## src/rtl/wb_dec_pkg.sv

```systemverilog
// rtl/wb_dec_pkg.sv - shared types and constants for the Wishbone peripheral decoder
package wb_dec_pkg;

  typedef enum logic [1:0] {
    ST_IDLE = 2'd0,
    ST_BUSY = 2'd1,
    ST_RESP = 2'd2
  } state_e;

  localparam int WB_DW = 32;
  localparam logic [WB_DW-1:0] WB_DEFAULT_DATA = 32'hDEADBEEF;

endpackage

```

## src/rtl/wb_dec_watchdog.sv

```systemverilog
// rtl/wb_dec_watchdog.sv - per-transaction timeout counter, irq pulse and saturating timeout count
module wb_dec_watchdog
  import wb_dec_pkg::*;
#(
  parameter int TIMEOUT_CYCLES = 255
) (
  input  logic       clk,
  input  logic       rst,
  input  logic       clr,
  input  logic       en,
  input  logic       fire,
  output logic       expire_o,
  output logic       irq_o,
  output logic [7:0] count_o
);

  localparam logic [15:0] LIMIT = 16'(TIMEOUT_CYCLES - 1);

  logic [15:0] cnt_q, cnt_d;
  logic        irq_q, irq_d;
  logic [7:0]  tc_q, tc_d;

  always_comb begin
    cnt_d = cnt_q;
    if (clr) begin
      cnt_d = '0;
    end else if (en) begin
      cnt_d = cnt_q + 16'd1;
    end
    irq_d = fire;
    tc_d  = tc_q;
    if (fire && tc_q != 8'hFF) begin
      tc_d = tc_q + 8'd1;
    end
  end

  always_ff @(posedge clk) begin
    if (rst) begin
      cnt_q <= '0;
      irq_q <= 1'b0;
      tc_q  <= '0;
    end else begin
      cnt_q <= cnt_d;
      irq_q <= irq_d;
      tc_q  <= tc_d;
    end
  end

  assign expire_o = (cnt_q == LIMIT);
  assign irq_o    = irq_q;
  assign count_o  = tc_q;

endmodule

```

## src/rtl/wb_periph_decoder.sv

```systemverilog
// rtl/wb_periph_decoder.sv - Wishbone slave decoder fanning one port out to NUM_SLAVES peripherals
// Define WB_DEC_TIMEOUT_EN to build the per-transaction watchdog.
module wb_periph_decoder
  import wb_dec_pkg::*;
#(
  parameter int NUM_SLAVES = 4,
  parameter int SEL_LSB = 14,
  parameter int IDX_W = (NUM_SLAVES > 1) ? $clog2(NUM_SLAVES) : 1,
  parameter int TIMEOUT_CYCLES = 255,
  parameter logic [WB_DW-1:0] DEFAULT_DATA = WB_DEFAULT_DATA
) (
  input  logic                        wb_clk_i,
  input  logic                        wb_rst_i,
  input  logic                        wbs_cyc_i,
  input  logic                        wbs_stb_i,
  input  logic                        wbs_we_i,
  input  logic [3:0]                  wbs_sel_i,
  input  logic [31:0]                 wbs_adr_i,
  input  logic [31:0]                 wbs_dat_i,
  output logic                        wbs_ack_o,
  output logic [31:0]                 wbs_dat_o,
  output logic                        s_cyc_o,
  output logic [NUM_SLAVES-1:0]       s_stb_o,
  input  logic [NUM_SLAVES-1:0]       s_ack_i,
  input  logic [NUM_SLAVES*WB_DW-1:0] s_dat_i,
  output logic                        to_irq_o,
  output logic [7:0]                  to_count_o
);

  localparam logic [IDX_W:0]        NUM_SLAVES_L = (IDX_W + 1)'(NUM_SLAVES);
  localparam logic [NUM_SLAVES-1:0] STB_ONE      = NUM_SLAVES'(1);

  state_e              state_q, state_d;
  logic [IDX_W-1:0]    idx_q, idx_d;
  logic [NUM_SLAVES-1:0] stb_q, stb_d;
  logic                cyc_q, cyc_d;
  logic                ack_q, ack_d;
  logic [WB_DW-1:0]    dat_q, dat_d;

  logic [IDX_W-1:0]    req_idx;
  logic                req_unmapped;
  logic                abort;
  logic                sel_ack;
  logic [WB_DW-1:0]    sel_dat;
  logic                wd_expire;
  logic                unused_ok;

  assign req_idx      = wbs_adr_i[SEL_LSB +: IDX_W];
  assign req_unmapped = ({1'b0, req_idx} >= NUM_SLAVES_L);
  assign abort        = !wbs_cyc_i || !wbs_stb_i;
  assign sel_ack      = s_ack_i[idx_q];
  assign sel_dat      = s_dat_i[WB_DW*idx_q +: WB_DW];
  assign unused_ok    = ^{wbs_we_i, wbs_sel_i, wbs_dat_i, wbs_adr_i};

  // Abort outranks the slave ack, which outranks the watchdog expiry.
  always_comb begin
    state_d = state_q;
    idx_d   = idx_q;
    stb_d   = stb_q;
    cyc_d   = cyc_q;
    ack_d   = 1'b0;
    dat_d   = dat_q;
    case (state_q)
      ST_IDLE: begin
        if (wbs_cyc_i && wbs_stb_i) begin
          idx_d = req_idx;
          if (req_unmapped) begin
            dat_d   = DEFAULT_DATA;
            ack_d   = 1'b1;
            state_d = ST_RESP;
          end else begin
            stb_d   = STB_ONE << req_idx;
            cyc_d   = 1'b1;
            state_d = ST_BUSY;
          end
        end
      end
      ST_BUSY: begin
        if (abort) begin
          stb_d   = '0;
          cyc_d   = 1'b0;
          state_d = ST_IDLE;
        end else if (sel_ack) begin
          dat_d   = sel_dat;
          stb_d   = '0;
          cyc_d   = 1'b0;
          ack_d   = 1'b1;
          state_d = ST_RESP;
        end else if (wd_expire) begin
          dat_d   = DEFAULT_DATA;
          stb_d   = '0;
          cyc_d   = 1'b0;
          ack_d   = 1'b1;
          state_d = ST_RESP;
        end
      end
      ST_RESP: begin
        state_d = ST_IDLE;
      end
      default: begin
        stb_d   = '0;
        cyc_d   = 1'b0;
        state_d = ST_IDLE;
      end
    endcase
  end

  always_ff @(posedge wb_clk_i) begin
    if (wb_rst_i) begin
      state_q <= ST_IDLE;
      idx_q   <= '0;
      stb_q   <= '0;
      cyc_q   <= 1'b0;
      ack_q   <= 1'b0;
      dat_q   <= '0;
    end else begin
      state_q <= state_d;
      idx_q   <= idx_d;
      stb_q   <= stb_d;
      cyc_q   <= cyc_d;
      ack_q   <= ack_d;
      dat_q   <= dat_d;
    end
  end

`ifdef WB_DEC_TIMEOUT_EN
  logic wd_fire;
  assign wd_fire = (state_q == ST_BUSY) && !abort && !sel_ack && wd_expire;

  wb_dec_watchdog #(
    .TIMEOUT_CYCLES(TIMEOUT_CYCLES)
  ) u_watchdog (
    .clk     (wb_clk_i),
    .rst     (wb_rst_i),
    .clr     (state_q != ST_BUSY),
    .en      (state_q == ST_BUSY),
    .fire    (wd_fire),
    .expire_o(wd_expire),
    .irq_o   (to_irq_o),
    .count_o (to_count_o)
  );
`else
  localparam int unused_timeout_cycles = TIMEOUT_CYCLES;
  assign wd_expire  = 1'b0;
  assign to_irq_o   = 1'b0;
  assign to_count_o = '0;
`endif

  assign wbs_ack_o = ack_q;
  assign wbs_dat_o = dat_q;
  assign s_cyc_o   = cyc_q;
  assign s_stb_o   = stb_q;

endmodule

```

## config.mk

```make
export PLATFORM = sky130hd
export DESIGN_NAME = wb_periph_decoder
export DESIGN_NICKNAME = d
export VERILOG_FILES = /design/src/rtl/wb_dec_pkg.sv /design/src/rtl/wb_dec_watchdog.sv /design/src/rtl/wb_periph_decoder.sv
export SDC_FILE = /design/constraint.sdc
export NUM_CORES = 1
export LEC_CHECK = 0
export ABC_AREA = 1
export BUFFER_PORTS_ARGS = -buffer_cell sky130_fd_sc_hd__buf_2
export CORE_AREA = 2 2 97 99
export CTS_BUF_LIST = sky130_fd_sc_hd__clkbuf_8 sky130_fd_sc_hd__clkbuf_16
export DETAILED_ROUTE_END_ITERATION = 10
export DIE_AREA = 0 0 99 101
export PLACE_DENSITY = 0.77
export SETUP_SLACK_MARGIN = 0.4
export SLEW_MARGIN = 20
export SYNTH_ARGS = -nofsm -noshare
export SYNTH_HDL_FRONTEND = slang
export SYNTH_HIERARCHICAL = 1
export SYNTH_SLANG_ARGS = --single-unit
```

## constraint.sdc

```tcl
create_clock -name wb_clk_i -period 1.25 [get_ports wb_clk_i]
set_input_delay 0.1875 -clock wb_clk_i [delete_from_list [all_inputs] [get_ports wb_clk_i]]
set_output_delay 0.1875 -clock wb_clk_i [all_outputs]
set_load 0.01 [all_outputs]
```

* After elaboration in Yosys (flattened, before gate mapping)
Cells that the tools add are included.
** Storage, ports and cells
- Bits in registers :: 42
- Input port bits :: 205
- Output and inout port bits :: 47
- Logic and storage cells :: 41
** Operators by class
- $lt $le $gt $ge :: 1
- Equality and inequality tests :: 4
- Shift operators :: 2
- Mux-type cells :: 15
- Bitwise gates (word level) :: 3
- Reductions and logical operators :: 10
** Operators by type and width (number)
- 128-bit by 8-bit variable part select with 32-bit output :: 1
- 4-bit two-way mux :: 3
- 4-bit case mux with 3 select lines :: 1
- 2-bit two-way mux :: 3
- 3-bit AND reduction :: 2
- 1-bit two-way mux :: 5
- 2-bit case mux with 2 select lines :: 1
- 2-bit AND reduction :: 2
- 1-bit by 2-bit left shift with 4-bit output (first input constant) :: 1
- 2-bit by 3-bit < comparator with 1-bit output (second input constant) :: 1
- 3-bit != test (second input constant) :: 1
- 1-bit NOT :: 3
- 1-bit case mux with 3 select lines :: 1
- 3-bit OR reduction :: 1
- 1-bit binary-select mux with 2-bit select :: 1
- 2-bit by 1-bit == test with 1-bit output (second input constant) :: 1
- 2-bit == test (second input constant) :: 1
- 1-bit zero test :: 2
- 2-bit zero test :: 1
- 2-bit != test (second input constant) :: 1
- 1-bit logical AND :: 1
- 1-bit logical OR :: 1

* Longest topological paths before layout
Gate-level depths: netlist of the first run.
- Depth in word-level cells :: 5
- Depth in mapped cells :: 10
- Gate-level depth less buffers :: 9

* Worst setup path before layout of the first run
OpenSTA, ideal clock, no wires.
- Path kind :: register to register
- Start :: reg idx_q[0]
- End :: reg dat_q[17], in the netlist wbs_dat_o[17]
- Setup time :: 116 ps
- Arrival time :: 1175 ps
- Data required time :: 1134 ps
- Slack :: -41 ps
- Cell stages (with the launch flop) :: 10
- Path buffers :: 2
- Period minus slack after synthesis :: 1291 ps
- Path through :: dfxtp_1 > buf_6 > nand2_2 > nand3_2 > nand2_4 > nor2_8 > inv_4 > buf_6 > nor2_2 > nor2_1
** Between the ends
- Cells in the longest elaborated chain, start to end :: 3
- Elaborated cells on any way between the ends :: 4
- Classes of those cells :: shift: 1; mux: 2; reduce/logical: 1
** RTL lines
- start, declared :: RTL line wb_periph_decoder.sv:34 : logic [IDX_W-1:0] idx_q, idx_d;
- start signal, assigned :: RTL line wb_periph_decoder.sv:118 : idx_q <= idx_d;
- parallel branches: the longest is 3 deep, another holds 128-bit by 8-bit variable part select with 32-bit output
- end signal, assigned :: RTL line wb_periph_decoder.sv:122 : dat_q <= dat_d;
- end, declared :: RTL line wb_periph_decoder.sv:38 : logic [WB_DW-1:0] dat_q, dat_d;
Parallel ways; which one is timed is not known. The select of a mux whose other input is x is not followed.
A chain may end at the register's enable or synchronous reset.

* Final worst setup path of the first run
- Start :: reg state_q[1]
- End :: reg dat_q[23], in the netlist wbs_dat_o[23]
** Between the ends
- Cells in the longest elaborated chain, start to end :: 2
** RTL lines
- start, declared :: RTL line wb_periph_decoder.sv:33 : state_e state_q, state_d;
- start signal, assigned :: RTL line wb_periph_decoder.sv:117 : state_q <= state_d;
- 2-bit by 1-bit == test with 1-bit output :: RTL line wb_periph_decoder.sv:63 : case (state_q)
- 3-bit AND reduction (no line)
No other way between the ends.

==> results of run 1 <==
[what timing repair did]
item | CTS | global route
setup endpoints to repair | 80 | 80
gates resized for setup | 107 | 28
cloned | 1 | 1
pin swaps | 6 | 9
setup buffers | 7 | 2
[cells by family after synthesis]
family                 count (synthesis)  share of synthesized area (%)
AO/OA/AOI/OAI                        136                           27.9
buffers and inverters                 50                           11.2
flip-flops                            42                           32.5
other                                  1                          0.145
AND/OR/NAND/NOR                      163                           28.2
[worst reg2reg max path: stages, from the launching register on]
cell and delay [ps]:
dfxtp_2 340, inv_2 50, nand2_2 70, nor2_4 130, inv_2 70, nor2_8 190
buf_12 150, clkbuf_16 140, o21ai_1 50, nor2_1 90
[cell type report]
cell class,count,share of cell area (%)
multi-input cells,308,36.8
repair buffers,213,35.8
flip-flops and latches,42,20.8
well taps,111,3.22
clock buffers,6,1.92
inverters,11,1.31
clock inverters,2,0.203
[report_power, final]
group / total [W] / leakage (nW) / switching (W) / internal (W)
registers: 0.00140 / 0.360 / 0.0000256 / 0.00137
logic: 0.000768 / 1.66 / 0.000391 / 0.000376
clock network: 0.000908 / 0.0524 / 0.000470 / 0.000438
total: 0.00307 / 2.08 / 0.000887 / 0.00218
[worst max-delay path by stage]
stage                           from             to  slack, ps
after floorplan             idx_q[0]  wbs_dat_o[17]         40
after global routing      state_q[1]  wbs_dat_o[17]       -140
after CTS                   idx_q[0]  wbs_dat_o[17]        -80
after global placement     wbs_cyc_i  wbs_dat_o[25]       -180
final                     state_q[1]  wbs_dat_o[23]        -80
after detailed placement   wbs_cyc_i  wbs_dat_o[13]       -250
[sequential cells by signal (all words and copies together) (netlist names)]
signal,cells
wbs_dat_o,32
s_stb_o,4
idx_q,2
state_q,2
s_cyc_o,1
wbs_ack_o,1
[routing by layer]
metal | vias to the layer above | track usage, % | part of all wire, %
li1 | 1675 | - | -
met1 | 1542 | 20.4 | 40
met2 | 162 | 33.0 | 51
met3 | 16 | 4.37 | 7.8
met4 | 0 | 5.06 | 1.6
met5 | - | 0 | 0
[placed cells by master (no fill, tap or decap)]
master / netlist / layout
o21ai_2: 0 / 2
nand3_1: 6 / 6
inv_8: 0 / 1
a21oi_2: 0 / 2
buf_16: 0 / 1
clkbuf_8: 0 / 6
o22ai_2: 0 / 2
o21ai_0: 81 / 67
buf_2: 8 / 138
o21ai_1: 15 / 27
inv_4: 1 / 1
buf_4: 10 / 22
nor2_1: 106 / 98
inv_6: 0 / 1
nand2_4: 1 / 2
nor2_2: 28 / 30
nand2_2: 1 / 8
clkbuf_16: 0 / 1
dfxtp_1: 42 / 1
nor2_8: 1 / 1
a21oi_1: 8 / 6
nand2_1: 18 / 10
clkinv_2: 0 / 1
inv_2: 1 / 3
nand3_2: 2 / 2
buf_12: 0 / 7
dfxtp_2: 0 / 40
inv_1: 9 / 6
o22ai_1: 32 / 30
dfxtp_4: 0 / 1
nor2_4: 0 / 6
conb_1: 1 / 9
buf_6: 7 / 44
[per-stage QoR]
stage | total power [W] | setup WS, ps | util [%] | setup TNS, ps | cells
6_report | 0.00307 | -82.7 | 48.0 | -1710 | 693
4_1_cts | 0.00307 | -84.2 | 46.5 | -1680 | 690
2_1_floorplan | 0.00179 | 40.3 | - | 0 | 400
5_1_grt | 0.00325 | -141 | 48.0 | -3740 | 693
3_5_place_dp | 0.00209 | -254 | 40.7 | -7350 | 674
3_3_place_gp | 0.00208 | -182 | 40.7 | -5500 | 674
==> run metrics, run 1 <==
CTS sink cnt 42; num rows 35; PD cells 712 nW/um^2; CP delay by family, top simple AND/OR/NAND/NOR gates; FF+latch count, synth 42; Vias/cell 4.90; CP peak stage delay 340 ps; Mapped Cells 392; sequential share of the synthesized area 32.5%; worst endpoint data arrival time 1560 ps; post-route ant nets 0; fin. max-slew vios 0; CTS tree done; RSZ-0062 raised after global routing true; post-synth top area share 32.5%; GRT Total Usage 17.9%; Async S/R FF share, synth 0%; via count 3,395; failing checks negative setup slack; largest net degree at the start of global routing 36; top cells by count, synth 106 x nor2_1, 81 x o21ai_0, 42 x dfxtp_1; Placed Area 3650 um^2; global route overflow 0; Synth Cell Area 2580 um^2; CP Capture Type flip-flop; Reg clk slew, reported paths 80 ps; Initial DRC Count 149; area of the multi-input gates 1590 um^2; core area 8980 um^2; Hold-fix buffers, CTS 0; Synth Flop Type dfxtp_1; internal reg-to-reg setup slack -80 ps; vias in the first global route 3,207; die width 99 um; Data required, critical path 1470 ps; Avg WL per Cell 13.7 um; HP Start wbs_adr_i[14]; Placer Congestion 0.773; Hold Crit Class in2reg; Worst setup SP type flip-flop; hold path cells 3; status complete, but fails checks; Post-Syn Area per Cell 6.59 um^2; Post-synth EDFFs 0; CP dominant cell by count inv_2; fillers 893; Die Y 101 um; Sequential Area 895 um^2; Post-route DRC 0; Fin Hold WS 162 ps; CTS H-tree lvls 2; VDD IR-drop max 0.519 mV; Yosys Warn Count 6; most frequent cell after synthesis nor2_1; CTS root buf clkbuf_8; first-pass GRT wire length 14.6 mm; CTS Buf Count 5; R2R Path End wbs_dat_o[23]; Starting Density 28.8%; # IOs 252; drt pass-1 iters 4; Worst Hold End idx_q[0]; Worst-Skew Late Latency 290 ps; Antenna Cells 0; Final nets 786; CP Buf/Inv Count 4; critical path peak fanout 5; initial antenna violation count 0; R2R depth 9; Setup Viol. Count Final 32; CTS Buffer Depth 2; LEAKAGE 2.08 nW; cell taking the most area after synthesis dfxtp_1; worst r2r src state_q[1]; leading post-synthesis cells by cell area dfxtp_1 33%, o21ai_0 16%, nor2_1 15%, o22ai_1 7.7%, nor2_2 6.8%; kind of critical path reg2reg; Max Clk Rate 750 MHz; drt total wl 9.50 mm; Max-cap violations 0; Area growth syn-to-layout 66.8%; DP HPWL 6.93 mm; cell at the slowest stage of the critical path dfxtp_2; crit-path cells inv_2 > nand2_2 > nor2_4 > inv_2 > nor2_8 > buf_12 > clkbuf_16 > o21ai_1 > nor2_1; share of cells above drive strength 1 55.3%; Final Skew 8.92 ps; Yosys cell types 22; area of the die 10000 um^2; setup slack after layout -82.7 ps; Port Buffers 175; Final Hold Fails 0; min cycle time layout 1330 ps; Finished Cell Area 4310 um^2; Tcrit/Tclk final 107%; instance count on the critical path 9
Note: power is estimated with default switching activity, not from simulation.
==> run 2, diff against run 1 <==
Settings changed: SETUP_SLACK_MARGIN 0.4 to default.
==> run 2 against run 1 <==
Compared with the run above: the run still ends with negative setup slack left; critical endpoint is now wbs_dat_o[5]; clock power rose by 19%; sequential share of layout area rose by 0.61 points; hold slack barely moved; clock skew rose by 1.7 ps; die area did not move; final cell count fell by 1.4%; combinational power fell by 5.6%; sequential power barely moved; cell area fell by 8.0%.
==> run metrics, run 2 (synthesis results as in run 1) <==
status complete, but fails checks; failing checks negative setup slack; Clk network pwr share 33.8%; DP HPWL 6.57 mm; LEAKAGE 2.00 nW; Final Hold Fails 0; CTS tree done; critical path peak fanout 6; Max Clk Rate 730 MHz; Max-cap violations 0; via count 3,343; VDD IR-drop max 0.370 mV; kind of critical path reg2reg; Antenna Cells 0; Hold Crit Class in2reg; Setup Viol. Count Final 32; Die Y 101 um; PD cells 804 nW/um^2; first-pass GRT wire length 14.4 mm; CTS root buf clkbuf_8; Initial DRC Count 94; # IOs 252; Area growth syn-to-layout 53.5%; Sequential Power Share 43.4%; CTS H-tree lvls 2; Switching Power 0.000890 W; fin. max-slew vios 0; core area 8980 um^2; setup TNS -2920 ps; initial antenna violation count 0; drt pass-1 iters 4; drt total wl 9.10 mm; Reg clk slew, reported paths 90 ps; setup slack after layout -120 ps; Data required, critical path 1490 ps; Sw Share 27.9%; Logic pwr share 22.7%; most frequent cells in the layout 175 x buf_2, 101 x nor2_1, 75 x o21ai_0; global route overflow 0; post-route ant nets 0; fillers 922; die width 99 um; CTS Buffer Depth 2; share of cells above drive strength 1 47.0%; min cycle time layout 1370 ps; Final nets 776; CTS sink cnt 42; Post-route DRC 0; vias in the first global route 3,262; Worst-Skew Late Latency 300 ps; commonest non-fill, non-tap cell in the layout buf_2; Placer Congestion 0.781; Hold-fix buffers, CTS 0; Final Skew 10.6 ps; GRT Total Usage 17.6%; Avg WL per Cell 13.3 um; Layout Cells excl Fill 683; num rows 35; worst endpoint data arrival time 1610 ps; Int Pwr 0.00230 W; Vias/cell 4.89; Worst setup SP type flip-flop; max reg flops 32; RSZ-0062 raised after global routing true; Cells after DPL 666; Tcrit/Tclk final 110%; largest net degree at the start of global routing 35; CP Capture Type flip-flop; CTS Buf Count 5; Starting Density 28.8%; Port Buffers 175; area of the die 10000 um^2
-- run 2: changes by cell type in the layout (fill, tap and decap cells not counted), sizes merged --
cell    previous run  this run
inv               12        11
clkinv             1         2
bufinv             0         1
buf              212       201
-- run 2: power groups by stage --
stage               logic, W  clock network (W)  registers [W]
floorplan           0.000359                  0        0.00143
global placement    0.000649                  0        0.00141
detailed placement  0.000669                  0        0.00142
CTS                 0.000693            0.00112        0.00138
global route        0.000812            0.00116        0.00139
finish              0.000725            0.00108        0.00139
-- run 2: final cells by class --
cell class | instances | area (um^2) | area share (%)
well taps | 111 | 139 | 3.50
clock buffers | 5 | 68.8 | 1.74
inverters | 11 | 53.8 | 1.36
flip-flops and latches | 42 | 847 | 21.4
multi-input cells | 308 | 1560 | 39.4
repair buffers | 203 | 1250 | 31.7
clock inverters | 3 | 40.0 | 1.01
-- run 2: final timing paths --
| check | endpoint | start | slack (ps) | cells past startpoint |
|---|---|---|---|---|
| setup reg to reg | wbs_dat_o[5] | idx_q[0] | -120 | 9 |
| hold / removal | s_cyc_o | wb_rst_i | 160 | 2 |
| hold reg to reg | s_cyc_o | s_cyc_o | 470 | 2 |
| setup / recovery | wbs_dat_o[5] | idx_q[0] | -120 | 9 |
-- run 2: metrics by stage --
| stage | setup WS (ps) | area, um^2 | util, % | total power [W] | hold WS [ps] |
|---|---|---|---|---|---|
| after floorplan | 10.6 | 2620 | - | 0.00178 | 323 |
| after global placement | -196 | 3600 | 40.1 | 0.00206 | 452 |
| after detailed placement | -190 | 3600 | 40.1 | 0.00208 | 458 |
| after CTS | -88.7 | 3850 | 42.9 | 0.00320 | 135 |
| after global routing | -207 | 3970 | 44.2 | 0.00336 | 156 |
| final | -120 | 3970 | 44.2 | 0.00319 | 161 |
-- run 2: per-layer routing --
layer / track usage [%] / vias up / share of wire, %
li1: - / 1653 / -
met4: 6.32 / 0 / 1.9
met1: 20.4 / 1536 / 41
met3: 3.12 / 19 / 6.3
met5: 0 / - / 0
met2: 32.2 / 135 / 51
-- run 2: what timing repair did --
item	4_1_cts	5_1_grt
setup endpoints to repair	37	39
buffers inserted	7	1
cloned	1	2
gates resized for setup	26	19
pin swaps	8	6
-- run 2: critical path, stage by stage, from the launching register on --
cell,delay (ps)
dfxtp_4,390
inv_6,80
nand2_2,50
nand3_2,70
nand2_4,70
nor2_8,210
buf_12,150
clkbuf_16,130
o21ai_1,60
nor2_1,90
==> run 3, diff against run 2 <==
Settings changed: RECOVER_POWER from default to 100.
==> run 3 against run 2 <==
Compared with the run above: the flow still finishes with violations (negative setup slack); clock power barely moved; sequential share of layout area increased by 0.26 points; register-to-register slack about the same; wire length is 0.58% lower; worst setup slack is essentially flat; global-route usage unchanged; utilization fell by 0.53 points; clock skew about the same; non-clock buffer count is the same; via count shrank 0.63%; critical endpoint unchanged; largest power group unchanged; highest routed layer unchanged.
==> run metrics, run 3 (synthesis results as in run 1) <==
setup TNS -2910 ps; status complete, but fails checks; # IOs 252; most frequent cells in the layout 137 x buf_2, 101 x nor2_1, 75 x o21ai_0; Placer Congestion 0.781; Hold-fix buffers, CTS 0; Post-route DRC 0; DP HPWL 6.57 mm; Vias/cell 4.86; final core utilization 43.6%; Worst-Skew Late Latency 300 ps; commonest non-fill, non-tap cell in the layout buf_2; Placed Area 3600 um^2; Port Buffers 175; Reg clk slew, reported paths 90 ps; CTS H-tree lvls 2; Setup Viol. Count Final 32; Initial DRC Count 86; worst endpoint data arrival time 1610 ps; share of cells above drive strength 1 40.4%; Data required, critical path 1490 ps; Sequential Area 847 um^2; Final Hold Fails 0; Antenna Cells 0; LEAKAGE 1.83 nW; Max Clk Rate 730 MHz; Starting Density 28.8%; post-route ant nets 0; area of the die 10000 um^2; kind of critical path reg2reg; vias in the first global route 3,262; CTS root buf clkbuf_8; Die Y 101 um; CP peak stage delay 390 ps; drt total wl 9.05 mm; cell at the slowest stage of the critical path dfxtp_4; CTS Buffer Depth 2; global route overflow 0; failing checks negative setup slack; die width 99 um; Fin Hold WS 162 ps; VDD IR-drop max 0.369 mV; Final nets 776; Tot Pwr 0.00318 W; crit-path cells inv_6 > nand2_2 > nand3_2 > nand2_4 > nor2_8 > buf_12 > clkbuf_16 > o21ai_1 > nor2_1; CTS sink cnt 42; Finished Cell Area 3920 um^2; CP Capture Type flip-flop; via count 3,322; CTS Buf Count 5; Tcrit/Tclk final 110%; num rows 35; RSZ-0062 raised after global routing true; min cycle time layout 1370 ps; largest net degree at the start of global routing 35; initial antenna violation count 0; first-pass GRT wire length 14.4 mm; Area growth syn-to-layout 51.6%; PD cells 812 nW/um^2; max reg flops 32; area of the multi-input gates 1560 um^2; fin. max-slew vios 0; drt pass-1 iters 4; fillers 945; critical path peak fanout 6; setup slack after layout -120 ps; core area 8980 um^2; Worst setup SP type flip-flop; Final Skew 10.7 ps; GRT Total Usage 17.6%; Hold Crit Class in2reg; CTS tree done; Avg WL per Cell 13.3 um; Max-cap violations 0
-- run 3: cell count changes in the layout (fill, tap and decap cells not counted) --
| cell | before | now |
|---|---|---|
| buf_2 | 175 | 137 |
| clkbuf_1 | 0 | 38 |
-- run 3: path summary, 6_finish.rpt --
kind | cells after the start | slack [ps] | from | to
hold / removal | 2 | 160 | wb_rst_i | s_cyc_o
setup / recovery | 9 | -120 | idx_q[0] | wbs_dat_o[5]
setup reg to reg | 9 | -120 | idx_q[0] | wbs_dat_o[5]
hold reg to reg | 2 | 470 | s_cyc_o | s_cyc_o
-- run 3: repair_timing --
item                                    in CTS  in global routing
setup buffers                                7                  1
gates cloned                                 1                  2
pin swaps                                    8                  6
endpoints found under the setup margin      37                 39
gates resized for setup                     26                 19
-- run 3: metrics by stage --
stage,setup slack (ps),instances
after floorplan,10.6,400
after global placement,-196,666
after detailed placement,-190,666
after CTS,-88.7,680
after global routing,-207,683
final,-120,683
-- run 3: power by group --
part	switching [W]	internal (W)
Clock	0.000491	0.000589
Sequential	0.0000204	0.00137
Combinational	0.000378	0.000339
-- run 3: worst max-delay path: cells and delay by family, from the launching register on --
family,cells,cell delay [ps]
flip-flops,1,390
AND/OR/NAND/NOR,5,490
buffers and inverters,3,360
AO/OA/AOI/OAI,1,60
-- run 3: per-layer routing --
layer	share of wire, %	track usage (%)
met1	41	20.4
met2	51	32.2
met3	6.0	3.12
met4	1.9	6.32
met5	0	0
-- run 3: final cells by class --
type                       count  area share [%]
clock buffer                   5            1.76
sequential                    42            21.6
tap                          111            3.55
timing repair buffer         203            30.8
inverter                      11            1.37
multi-input combinational    308            39.9
clock inverter                 3            1.02
